### config.mk
export PLATFORM = sky130hd
export DESIGN_NAME = mem_access
export DESIGN_NICKNAME = d
export VERILOG_FILES = /design/src/rtl/mem_access_pkg.sv /design/src/rtl/mem_access.sv
export SDC_FILE = /design/constraint.sdc
export NUM_CORES = 1
export LEC_CHECK = 0
export ABC_AREA = 1
export BUFFER_PORTS_ARGS = -buffer_cell sky130_fd_sc_hd__buf_4
export CAP_MARGIN = 20
export CORE_MARGIN = 2
export CORE_UTILIZATION = 45
export CTS_CLUSTER_SIZE = 20
export DETAILED_ROUTE_END_ITERATION = 16
export GPL_TIMING_DRIVEN = 0
export HOLD_SLACK_MARGIN = 0.15
export PLACE_DENSITY = 0.76
export SLEW_MARGIN = 20
export SYNTH_ARGS = -nofsm -noshare
export SYNTH_HDL_FRONTEND = slang
export SYNTH_SLANG_ARGS = --single-unit
### constraint.sdc
create_clock -name clk -period 3.4 [get_ports clk]
set_input_delay 0.51 -clock clk [delete_from_list [all_inputs] [get_ports clk]]
set_output_delay 0.51 -clock clk [all_outputs]
set_load 0.01 [all_outputs]
### src/rtl/mem_access_pkg.sv
// Shared definitions for the memory-access stage.
//   state_e         : 2-bit FSM encoding (IDLE -> REQ -> WAIT -> DONE)
//   optype_e        : instruction classes decided at accept time
//   TIMEOUT_DEFAULT : default cycle budget for REQ+WAIT before aborting
//   classify()      : maps load/store enables and low address bits to an optype
package mem_access_pkg;

  localparam int TIMEOUT_DEFAULT = 255;

  typedef enum logic [1:0] {
    S_IDLE = 2'd0,
    S_REQ  = 2'd1,
    S_WAIT = 2'd2,
    S_DONE = 2'd3
  } state_e;

  typedef enum logic [1:0] {
    I_ALU   = 2'd0,  // no memory access, result passes through
    I_LOAD  = 2'd1,
    I_STORE = 2'd2,
    I_ERR   = 2'd3   // load+store both set, or misaligned word access
  } optype_e;

  function automatic optype_e classify(input logic load_en, input logic store_en,
                                       input logic [1:0] addr_lo);
    optype_e op;
    if (load_en && store_en)                       op = I_ERR;
    else if ((load_en || store_en) && addr_lo != 2'b00) op = I_ERR;
    else if (load_en)                              op = I_LOAD;
    else if (store_en)                             op = I_STORE;
    else                                           op = I_ALU;
    return op;
  endfunction

endpackage

### src/rtl/mem_access.sv
// Memory-access pipeline stage. Holds one instruction from execute, performs a
// word load/store on the data-memory bus, then presents a writeback bundle.
//   clk, rst                      : clock, synchronous active-high reset
//   in_valid/in_ready             : handshake from execute (ready only in IDLE)
//   in_result/in_store_data/in_rd : ALU result (address for LW/SW), store data, rd
//   in_write_reg/in_load_en/in_store_en : instruction controls
//   dmem_req_*                    : request channel (valid held until ready)
//   dmem_resp_valid/rdata         : one-cycle response pulse with load data
//   out_valid/out_ready           : writeback handshake
//   out_rd/out_write_reg/out_data/out_err : writeback bundle
module mem_access
  import mem_access_pkg::*;
#(
  parameter int TIMEOUT = TIMEOUT_DEFAULT
) (
  input  logic        clk,
  input  logic        rst,
  input  logic        in_valid,
  output logic        in_ready,
  input  logic [31:0] in_result,
  input  logic [31:0] in_store_data,
  input  logic [4:0]  in_rd,
  input  logic        in_write_reg,
  input  logic        in_load_en,
  input  logic        in_store_en,
  output logic        dmem_req_valid,
  input  logic        dmem_req_ready,
  output logic        dmem_req_we,
  output logic [31:0] dmem_req_addr,
  output logic [31:0] dmem_req_wdata,
  input  logic        dmem_resp_valid,
  input  logic [31:0] dmem_resp_rdata,
  output logic        out_valid,
  input  logic        out_ready,
  output logic [4:0]  out_rd,
  output logic        out_write_reg,
  output logic [31:0] out_data,
  output logic        out_err
);

  // Timeout fires while the counter sits on its last allowed value.
  localparam logic [7:0] TIMEOUT_CNT = 8'(TIMEOUT - 1);

  state_e      state_reg, state_next;
  logic [7:0]  cnt_reg, cnt_next;
  logic [31:0] addr_reg, addr_next;
  logic [31:0] wdata_reg, wdata_next;
  logic        we_reg, we_next;
  logic [4:0]  rd_reg, rd_next;
  logic [31:0] data_reg, data_next;
  logic        wr_reg, wr_next;
  logic        err_reg, err_next;
  logic        timeout_hit;

  assign timeout_hit = (cnt_reg == TIMEOUT_CNT);

  always_comb begin
    state_next = state_reg;
    cnt_next   = cnt_reg;
    addr_next  = addr_reg;
    wdata_next = wdata_reg;
    we_next    = we_reg;
    rd_next    = rd_reg;
    data_next  = data_reg;
    wr_next    = wr_reg;
    err_next   = err_reg;

    // Saturating count of cycles spent on the memory bus.
    if (state_reg == S_REQ || state_reg == S_WAIT) begin
      if (cnt_reg != 8'hFF) cnt_next = cnt_reg + 8'd1;
    end

    case (state_reg)
      S_IDLE: begin
        if (in_valid) begin
          addr_next  = in_result;
          wdata_next = in_store_data;
          we_next    = in_store_en;
          rd_next    = in_rd;
          data_next  = in_result;
          wr_next    = 1'b0;
          err_next   = 1'b0;
          cnt_next   = 8'd0;
          case (classify(in_load_en, in_store_en, in_result[1:0]))
            I_ALU: begin
              wr_next    = in_write_reg;
              state_next = S_DONE;
            end
            I_ERR: begin
              err_next   = 1'b1;
              state_next = S_DONE;
            end
            default: state_next = S_REQ;
          endcase
        end
      end
      S_REQ: begin
        // A response pulse here is not ours yet and is ignored.
        if (timeout_hit) begin
          err_next   = 1'b1;
          state_next = S_DONE;
        end else if (dmem_req_ready) begin
          state_next = S_WAIT;
        end
      end
      S_WAIT: begin
        // The response takes priority over a simultaneous timeout.
        if (dmem_resp_valid) begin
          data_next  = we_reg ? addr_reg : dmem_resp_rdata;
          wr_next    = ~we_reg;
          state_next = S_DONE;
        end else if (timeout_hit) begin
          err_next   = 1'b1;
          state_next = S_DONE;
        end
      end
      S_DONE: begin
        if (out_ready) state_next = S_IDLE;
      end
      default: state_next = S_IDLE;
    endcase
  end

  always_ff @(posedge clk) begin
    if (rst) begin
      state_reg <= S_IDLE;
      cnt_reg   <= 8'd0;
      addr_reg  <= 32'd0;
      wdata_reg <= 32'd0;
      we_reg    <= 1'b0;
      rd_reg    <= 5'd0;
      data_reg  <= 32'd0;
      wr_reg    <= 1'b0;
      err_reg   <= 1'b0;
    end else begin
      state_reg <= state_next;
      cnt_reg   <= cnt_next;
      addr_reg  <= addr_next;
      wdata_reg <= wdata_next;
      we_reg    <= we_next;
      rd_reg    <= rd_next;
      data_reg  <= data_next;
      wr_reg    <= wr_next;
      err_reg   <= err_next;
    end
  end

  assign in_ready       = (state_reg == S_IDLE);
  assign dmem_req_valid = (state_reg == S_REQ);
  assign dmem_req_we    = we_reg;
  assign dmem_req_addr  = addr_reg;
  assign dmem_req_wdata = wdata_reg;
  assign out_valid      = (state_reg == S_DONE);
  assign out_rd         = rd_reg;
  assign out_write_reg  = wr_reg;
  assign out_data       = data_reg;
  assign out_err        = err_reg;

endmodule

# Yosys cells after proc, flatten, opt, wreduce, memory -nomap -nowiden

Index checks and enable logic that the tools add are counted.

Bitwise gates (word level): 1
Mux-type cells: 31
Add/sub/neg operators: 1
Reductions and logical operators: 14
$lt $le $gt $ge: 0
Divide/modulo/power cells: 0
Shift operators: 0
Multipliers: 0
Equal/unequal tests: 12

Operators with widths:

| operator            | count |
|---|---|
| $mux 32             | 3 |
| $pmux 32 s2         | 1 |
| $mux 8              | 4 |
| $mux 2              | 13 |
| $add 8x1->8 const B | 1 |
| $eq 8x8->1 const B  | 1 |
| $ne 8x8->1 const B  | 1 |
| $pmux 2 s4          | 1 |
| $mux 1              | 7 |
| $eq 2x2->1 const B  | 3 |
| $ne 2x2->1 const B  | 3 |
| $reduce_and 3->1    | 2 |
| $logic_not 2->1     | 2 |
| $reduce_and 4->1    | 1 |
| $reduce_bool 2->1   | 2 |
| $ne 3x1->1 const B  | 1 |
| $ne 3x3->1 const B  | 1 |
| $pmux 1 s3          | 1 |
| $reduce_bool 3->1   | 1 |
| $eq 2x1->1 const B  | 1 |
| $logic_and 1x1->1   | 2 |
| $logic_or 1x1->1    | 2 |
| $ne 2x1->1 const B  | 1 |
| $pmux 1 s2          | 1 |
| 3 further kinds     | 3 |

Register bits after elaboration: 114
Latch bits: 0
Output and inout bits: 107
Logic and storage cells: 68
Memories: 0
ROM bits: 0
RAM bits: 0

# Logic depth before layout (Yosys ltp)

Gate-level depths: netlist of the first run.

Depth in word-level cells: 11
Gate-level depth with buffers: 10
Gate-level depth less buffers: 10

# Worst setup path before layout of the first run

No wires, ideal clock.

Kind: register to register
Start: register state_reg[0]
End: register data_reg[14], in the netlist out_data[14]
Library setup time: 0.120 ns
Stages on the path, launching flop included: 10
Setup slack: 1.880 ns
Arrival time: 1.401 ns
Path buffers: 3
Required time: 3.280 ns
Cell sequence: dfxtp_1 -> inv_1 -> ha_1 -> buf_2 -> o211ai_1 -> inv_2 -> buf_6 -> buf_6 -> o21ai_1 -> a21oi_1

Cells in the longest elaborated chain, start to end: 3

Ends and longest elaborated chain:

| item                                                                    | RTL line          | text |
|---|---|---|
| start, declared                                                         | mem_access.sv:44  | `state_e state_reg, state_next;` |
| start signal, assigned                                                  | mem_access.sv:136 | `state_reg <= state_next;` |
| $eq 2x2->1 / $logic_not 2->1 (equally long branches)                    | mem_access.sv:73  | `case (state_reg)` |
| $ne 2x2->1 (no source line) / $reduce_bool 2->1 (equally long branches) | --                |  |
| $reduce_and 3->1 (no source line)                                       | --                |  |
| end signal, assigned                                                    | mem_access.sv:142 | `data_reg <= data_next;` |
| end, declared                                                           | mem_access.sv:50  | `logic [31:0] data_reg, data_next;` |

Parallel ways exist; a longest one is shown, timed or not.
A chain may end at the register's enable or synchronous reset.

# Final worst setup path of the first run

Start: register state_reg[0]
End: output in_ready

Cells in the longest elaborated chain, start to end: 1

Ends and longest elaborated chain:

| item            | RTL line          | text |
|---|---|---|
| $logic_not 2->1 | mem_access.sv:148 | `assign in_ready = (state_reg == S_IDLE);` |
| end, declared   | mem_access.sv:19  | `output logic in_ready,` |

No other way between the ends.

==> results.py, run 1 <==
metrics = {
    "floorplanning": {
        "rows": 37,
        "io_pins": 217,
        "die_h_um": 107,
        "die_area_um2": 11500,
        "core_area_um2": 10300,
        "fp.dieW_um": 107,
        "start_util_pct": 46.5,
    },
    "sta": {
        "setup_viol": 0,
        "fin_crit_sh_pct": 57.9,
        "final_hold_viol_count": 0,
        "fmax_mhz": 508,
        "relSlewSlack_pct": 65.8,
        "finalCriticalPeriod_ns": 1.97,
        "tns_ns": 0,
        "hold-worst-slack_ns": 0.183,
        "tightestPinTransition_ns": 0.513,
        "clock_skew_ns": 0.0117,
        "rsz0062_at_grt": "false",
        "slew_violations": 0,
    },
    "job": {
        "cap_viol_max_count": 0,
    },
    "layout": {
        "final_cell_mix": "buf_4 (218), nor2_1 (216), o21ai_0 (134)",
        "nNetsFinal": 1024,
        "drive_gt1_share_pct": 29.4,
        "final_common_cell": "buf_4",
        "diodes": 0,
        "syn_to_final_growth_pct": 49.3,
        "fillCellCount": 878,
    },
    "detailed_routing": {
        "wl_per_cell_um": 15.8,
        "first_pass_iters": 7,
        "routed_wl_mm": 16.7,
        "initialDrtViolationCount": 398,
        "final_antenna_net_count": 0,
        "vias": 5562,
        "drcViolationCount": 0,
        "via_per_inst": 5.26,
    },
    "cts": {
        "cts_sinks": 114,
        "clkTransAtPathRegs_ns": 0.06,
        "cts_tree": "built",
        "clk_path_buf_depth": 2,
        "cts_setup_buffers": 0,
        "clk_latency_ns": 0.52,
        "cts-root-buf": "clkbuf_8",
        "cts-hold-fix-buffers": 0,
        "numCtsBuffers": 17,
        "cts-resized-gates": 0,
        "cts_max_level": 4,
    },
    "power": {
        "power_density_nw_per_um2": 881,
        "total_power_w": 0.00632,
        "p_leak_nw": 3.40,
        "max-vdd-ir-drop_uv": 407,
    },
    "logic_synthesis": {
        "synth_area_leader_cell": "dfxtp_1",
        "yosysSeqAreaShare_pct": 47.5,
        "synth_top_area_share_pct": 47.5,
        "syn_avg_cell_area_um2": 7.14,
        "synth_seq_cells": 114,
        "synth.yosys.warnings": 0,
        "synth_cells": 673,
        "syn_nets": 789,
        "synth_area_leaders": "dfxtp_1 (48%), nor2_1 (17%), o21ai_0 (14%)",
        "ys_types": 23,
        "synth_area_um2": 4800,
    },
    "global_route": {
        "grt_pass1_vias": 5401,
        "grt_max_degree": 17,
        "grt_antenna_before_repair": 0,
        "gr-usage-all-layers_pct": 28.4,
        "grt_pass1_wl_mm": 25.8,
        "gr-total-overflow": 0,
    },
    "worst_hold_path": {
        "min_path_type": "input port to flop",
        "holdPathEnd": "state_reg[0]$_SDFFE_PP0P_",
        "hold_start": "rst",
        "holdPathStages": 2,
    },
    "place": {
        "dp_hpwl_mm": 12.0,
        "place_congestion": 0.876,
        "io_buffers": 216,
    },
    "worst_setup_path": {
        "path_max_fanout": 6,
        "reg2reg_depth": 7,
        "rrSetupSlack_ns": 1.52,
        "cp-start-kind": "flop",
        "critPathArrivalTime_ns": 1.46,
        "worstPathRequired_ns": 2.89,
        "end_kind": "output pin",
        "criticalPathCategory": "flop to output pin",
        "r2r-start": "state_reg[0]$_SDFFE_PP0P_",
        "rr_endpoint": "out_data[3]$_SDFFE_PP0P_",
    },
    "run_status": {
        "outcome": "finished, final reports clean",
    },
}
how the worst max path moves through the flow:
stage / from / endpoint / cells past startpoint
final: state_reg[0]$_SDFFE_PP0P_ / in_ready / 3
after global routing: state_reg[0]$_SDFFE_PP0P_ / out_data[3]$_SDFFE_PP0P_ / 7
after CTS: state_reg[0]$_SDFFE_PP0P_ / in_ready / 3
after detailed placement: state_reg[0]$_SDFFE_PP0P_ / out_data[3]$_SDFFE_PP0P_ / 7
after global placement: state_reg[0]$_SDFFE_PP0P_ / out_data[3]$_SDFFE_PP0P_ / 7
after floorplan: state_reg[0]$_SDFFE_PP0P_ / out_data[14]$_SDFFE_PP0P_ / 9
Yosys cell counts:
| cell type | instances |
|---|---|
| buf_1 | 2 |
| nor2_1 | 216 |
| clkbuf_1 | 24 |
| ha_1 | 6 |
| inv_2 | 2 |
| or2_2 | 2 |
| nand3_1 | 8 |
| xnor2_1 | 1 |
| buf_6 | 5 |
| nand3b_1 | 1 |
| inv_1 | 21 |
| a21oi_1 | 73 |
| o21ai_1 | 10 |
| xor2_1 | 1 |
| buf_2 | 12 |
| nand2_2 | 1 |
| dfxtp_1 | 114 |
| o21ai_0 | 134 |
| clkinv_1 | 2 |
| buf_4 | 2 |
| a31oi_1 | 2 |
| o211ai_1 | 1 |
| nand2_1 | 33 |
cell type report:
type | count | area (um2) | share of cell area [%]
Sequential cell | 114 | 2280 | 31.8
Multi-Input combinational cell | 489 | 2200 | 30.7
Timing Repair Buffer | 216 | 1620 | 22.6
Clock buffer | 20 | 445 | 6.21
Buffer | 45 | 229 | 3.19
Tap cell | 136 | 170 | 2.37
Clock inverter | 12 | 133 | 1.85
Inverter | 25 | 93.8 | 1.31
cell families (layout without fill, tap and decap cells):
kind of cell               Yosys count  after routing  share of synthesized area, %
buffers and inverters               70            318                          6.72
adders and majority gates            6              6                          1.56
AOI/OAI and AO/OA                  220            220                          23.0
and+or+nand+nor                    261            261                          20.8
DFF                                114            114                          47.5
xor gates and xnor gates             2              2                         0.365
power by group:
part	internal (W)	total, W	switching, W
clock	0.00108	0.00172	0.000644
combinational	0.00110	0.00257	0.00147
sequential	0.00174	0.00203	0.000283
per-stage QoR:
step	cell area (um2)	utilization (%)	setup slack [ns]	cells
detailed placement	6600	63.9	1.53	1025
global placement	6600	63.9	1.57	1025
global route	7170	69.5	1.31	1057
floorplan	4800	-	1.88	673
CTS	7170	69.5	1.42	1057
finish	7170	69.5	1.43	1057
worst max-delay path, stage by stage (launching register included):
cell	delay (ns)
dfxtp_1	0.40
inv_1	0.08
ha_1	0.28
buf_4	0.18
routing by layer:
| metal | track usage, % | part of all wire, % |
|---|---|---|
| met3 | 7.87 | 8.3 |
| met4 | 11.9 | 2.1 |
| met2 | 48.6 | 49 |
| met1 | 33.4 | 40 |
| met5 | 0 | 0 |
Power figures use the tool's default switching activity.
==> run 2, diff against run 1 <==
- ABC_AREA: 1 -> 0
- CORE_UTILIZATION: 45 -> 43
- clock period: 3.4 -> 1.8 ns (I/O delays scaled with it)
==> run 2 against run 1 <==
Die area increased by 4.9%; sequential share of layout area fell by 3.2 points; wire length is 2.6% higher; non-clock buffer count up 76; critical path depth increased by 5; total power is 84% higher; final area is 12% higher; area after synthesis up 0.44%; clock skew is 0.0055 ns lower; combinational power grew 98%; critical path type is now flop to flop; largest power group unchanged.
==> results.py, run 2 <==
metrics = {
    "place": {
        "placed_area_um2": 6620,
        "placed_cells": 967,
        "io_buffers": 215,
        "dp_slack_ns": -0.312,
        "dp_hpwl_mm": 11.5,
        "place_congestion": 0.875,
    },
    "floorplanning": {
        "io_pins": 217,
        "core_area_um2": 10900,
        "die_area_um2": 12100,
        "start_util_pct": 44.3,
        "fp.dieW_um": 110,
        "die_h_um": 110,
        "rows": 38,
    },
    "power": {
        "power_density_nw_per_um2": 1450,
        "p_sw_share_pct": 36.8,
        "seqPwrFrac_pct": 30.6,
        "clock_power_share_pct": 25.8,
        "p_comb_share_pct": 43.6,
        "max-vdd-ir-drop_uv": 723,
        "p_leak_nw": 3.42,
        "power.switching_w": 0.00429,
        "intPower_w": 0.00736,
    },
    "worst_setup_path": {
        "path_max_fanout": 10,
        "worstPathRequired_ns": 2.17,
        "reg2reg_depth": 8,
        "rr_endpoint": "out_data[29]$_SDFFE_PP0P_",
        "rrSetupSlack_ns": 0.06,
        "criticalPathCategory": "flop to flop",
        "end_kind": "flop",
        "r2r-start": "state_reg[0]$_SDFFE_PP0P_",
        "cp-start-kind": "flop",
        "critPathArrivalTime_ns": 2.11,
    },
    "sta": {
        "setup_viol": 0,
        "slew_violations": 0,
        "clock_skew_ns": 0.00624,
        "hold-worst-slack_ns": 0.165,
        "final_hold_viol_count": 0,
        "setup_ws_ns": 0.0570,
        "finalCriticalPeriod_ns": 1.74,
        "relSlewSlack_pct": 57.4,
        "fin_crit_sh_pct": 96.8,
        "fmax_mhz": 574,
        "tightestPinTransition_ns": 0.639,
    },
    "logic_synthesis": {
        "synth_top_area_share_pct": 47.3,
        "yosysMostFrequentCell": "nand2_1",
        "syn_avg_cell_area_um2": 7.89,
        "ys_types": 34,
        "syn_nets": 728,
        "yosysSeqAreaShare_pct": 47.3,
        "synth_edf_count": 0,
        "synth.yosys.warnings": 0,
        "synth_area_leaders": "dfxtp_1 (47%), nand2_1 (16%), a21oi_1 (11%)",
        "synthFlopType": "dfxtp_1",
        "synth_common_cells": "nand2_1 (209), dfxtp_1 (114), a21oi_1 (110), clkbuf_1 (37)",
        "synthArstFlopShare_pct": 0,
        "synth_area_leader_cell": "dfxtp_1",
        "synth_cells": 612,
        "synth_area_um2": 4830,
        "synth_seq_cells": 114,
    },
    "cts": {
        "clkTransAtPathRegs_ns": 0.06,
        "numCtsBuffers": 17,
        "cts_max_level": 4,
        "cts_tree": "built",
        "cts_sinks": 114,
        "clk_path_buf_depth": 2,
        "cts-root-buf": "clkbuf_8",
        "clk_latency_ns": 0.50,
    },
    "detailed_routing": {
        "final_antenna_net_count": 0,
        "drcViolationCount": 0,
        "routed_wl_mm": 17.1,
        "via_per_inst": 5.23,
        "initialDrtViolationCount": 288,
        "wl_per_cell_um": 15.9,
        "vias": 5596,
        "first_pass_iters": 4,
    },
    "global_route": {
        "gr-usage-all-layers_pct": 27.7,
        "grt_pass1_vias": 5460,
        "grt_pass1_wl_mm": 25.6,
        "grt_antenna_before_repair": 0,
        "gr-total-overflow": 0,
        "grt_max_degree": 17,
    },
    "layout": {
        "final_common_cell": "buf_4",
        "multi_input_area_um2": 2390,
        "regArea_um2": 2290,
        "fin_util_pct": 73.6,
        "syn_to_final_growth_pct": 66.0,
        "nNetsFinal": 1036,
        "fillCellCount": 796,
        "layoutNonFillerInstCount": 1071,
        "diodes": 0,
        "final_area_um2": 8010,
        "final_cell_mix": "buf_4 (226), nand2_1 (209), dfxtp_1 (112)",
        "drive_gt1_share_pct": 31.8,
    },
    "worst_hold_path": {
        "holdPathStages": 4,
        "holdPathEnd": "out_write_reg$_SDFFE_PP0P_",
        "min_path_type": "input port to flop",
        "hold_start": "in_load_en",
    },
    "run_status": {
        "outcome": "finished, final reports clean",
    },
    "job": {
        "cap_viol_max_count": 0,
    },
}
run 2: cell types whose count changed after synthesis, moves of 4 or more:
| cell | before | now |
|---|---|---|
| inv_1 | 21 | 4 |
| nand2_1 | 33 | 209 |
| o21ai_1 | 10 | 0 |
| mux2i_1 | 0 | 33 |
| o21ai_0 | 134 | 4 |
| nor2_1 | 216 | 10 |
| clkbuf_1 | 24 | 37 |
| nor3_1 | 0 | 6 |
| o211ai_1 | 1 | 33 |
| nand3_1 | 8 | 4 |
| a21oi_1 | 73 | 110 |
| buf_6 | 5 | 0 |
run 2: logic make-up (layout without fill, tap and decap cells):
logic type / count (synthesis) / in the layout / share of synthesized area, %
AND/OR/NAND/NOR: 249 / 249 / 21.2
flip-flops: 114 / 114 / 47.3
multiplexers: 33 / 33 / 6.84
buffers and inverters: 52 / 371 / 4.33
adder cells (fa/ha/maj): 6 / 6 / 1.56
AO/OA/AOI/OAI: 153 / 153 / 17.9
XOR/XNOR: 5 / 5 / 0.908
run 2: power by group through the flow:
stage	sequential (W)	clock (W)	combinational, W
2_1_floorplan	0.00379	0	0.00231
3_3_place_gp	0.00355	0	0.00434
3_5_place_dp	0.00359	0	0.00445
4_1_cts	0.00356	0.00304	0.00477
5_1_grt	0.00363	0.00316	0.00555
6_report	0.00357	0.00301	0.00508
run 2: cell type report:
| class | instances | share of cell area [%] |
|---|---|---|
| Clock buffer | 20 | 5.56 |
| Timing Repair Buffer | 292 | 29.5 |
| Inverter | 4 | 0.187 |
| Tap cell | 140 | 2.19 |
| Buffer | 45 | 3.03 |
| Sequential cell | 114 | 28.6 |
| Clock inverter | 10 | 1.08 |
| Multi-Input combinational cell | 446 | 29.8 |
run 2: critical path: stages (launching register included):
cell,delay (ns)
dfxtp_4,0.35
inv_2,0.06
ha_4,0.18
and2b_2,0.24
or3_1,0.33
buf_6,0.15
buf_6,0.14
nand2_1,0.08
a21oi_1,0.07
run 2: stage by stage:
step / total power [W] / setup TNS (ns)
global placement: 0.00789 / -18.05
detailed placement: 0.00804 / -23.28
global route: 0.0123 / -0.00392
floorplan: 0.00611 / -0.215
finish: 0.0116 / 0
CTS: 0.0114 / -0.442
run 2: metal layers:
layer | wire length, um | vias up | track usage [%]
li1 | - | 2695 | -
met1 | 6660 | 2618 | 30.7
met2 | 8690 | 235 | 48.6
met3 | 1130 | 48 | 6.82
met4 | 608 | 0 | 14.2
met5 | 0 | - | 0
run 2: how the worst max path moves through the flow:
stage | from | end | slack, ns | depth (start not counted)
after floorplan | state_reg[0]$_SDFFE_PP0P_ | out_data[1]$_SDFFE_PP0P_ | -0.007 | 9
after global placement | state_reg[0]$_SDFFE_PP0P_ | out_data[26]$_SDFFE_PP0P_ | -0.29 | 8
after detailed placement | state_reg[0]$_SDFFE_PP0P_ | out_data[9]$_SDFFE_PP0P_ | -0.31 | 8
after CTS | state_reg[0]$_SDFFE_PP0P_ | out_write_reg$_SDFFE_PP0P_ | -0.04 | 7
after global routing | state_reg[0]$_SDFFE_PP0P_ | out_data[29]$_SDFFE_PP0P_ | -0.004 | 8
final | state_reg[0]$_SDFFE_PP0P_ | out_data[29]$_SDFFE_PP0P_ | 0.06 | 8
run 2: what timing repair did:
item,in CTS,in global routing
setup endpoints to repair,106,108
cloned,0,0
hold buffers,70,0
hold endpoints to repair,102,0
gates resized for setup,29,28
pin swaps,1,5
setup buffers,2,5
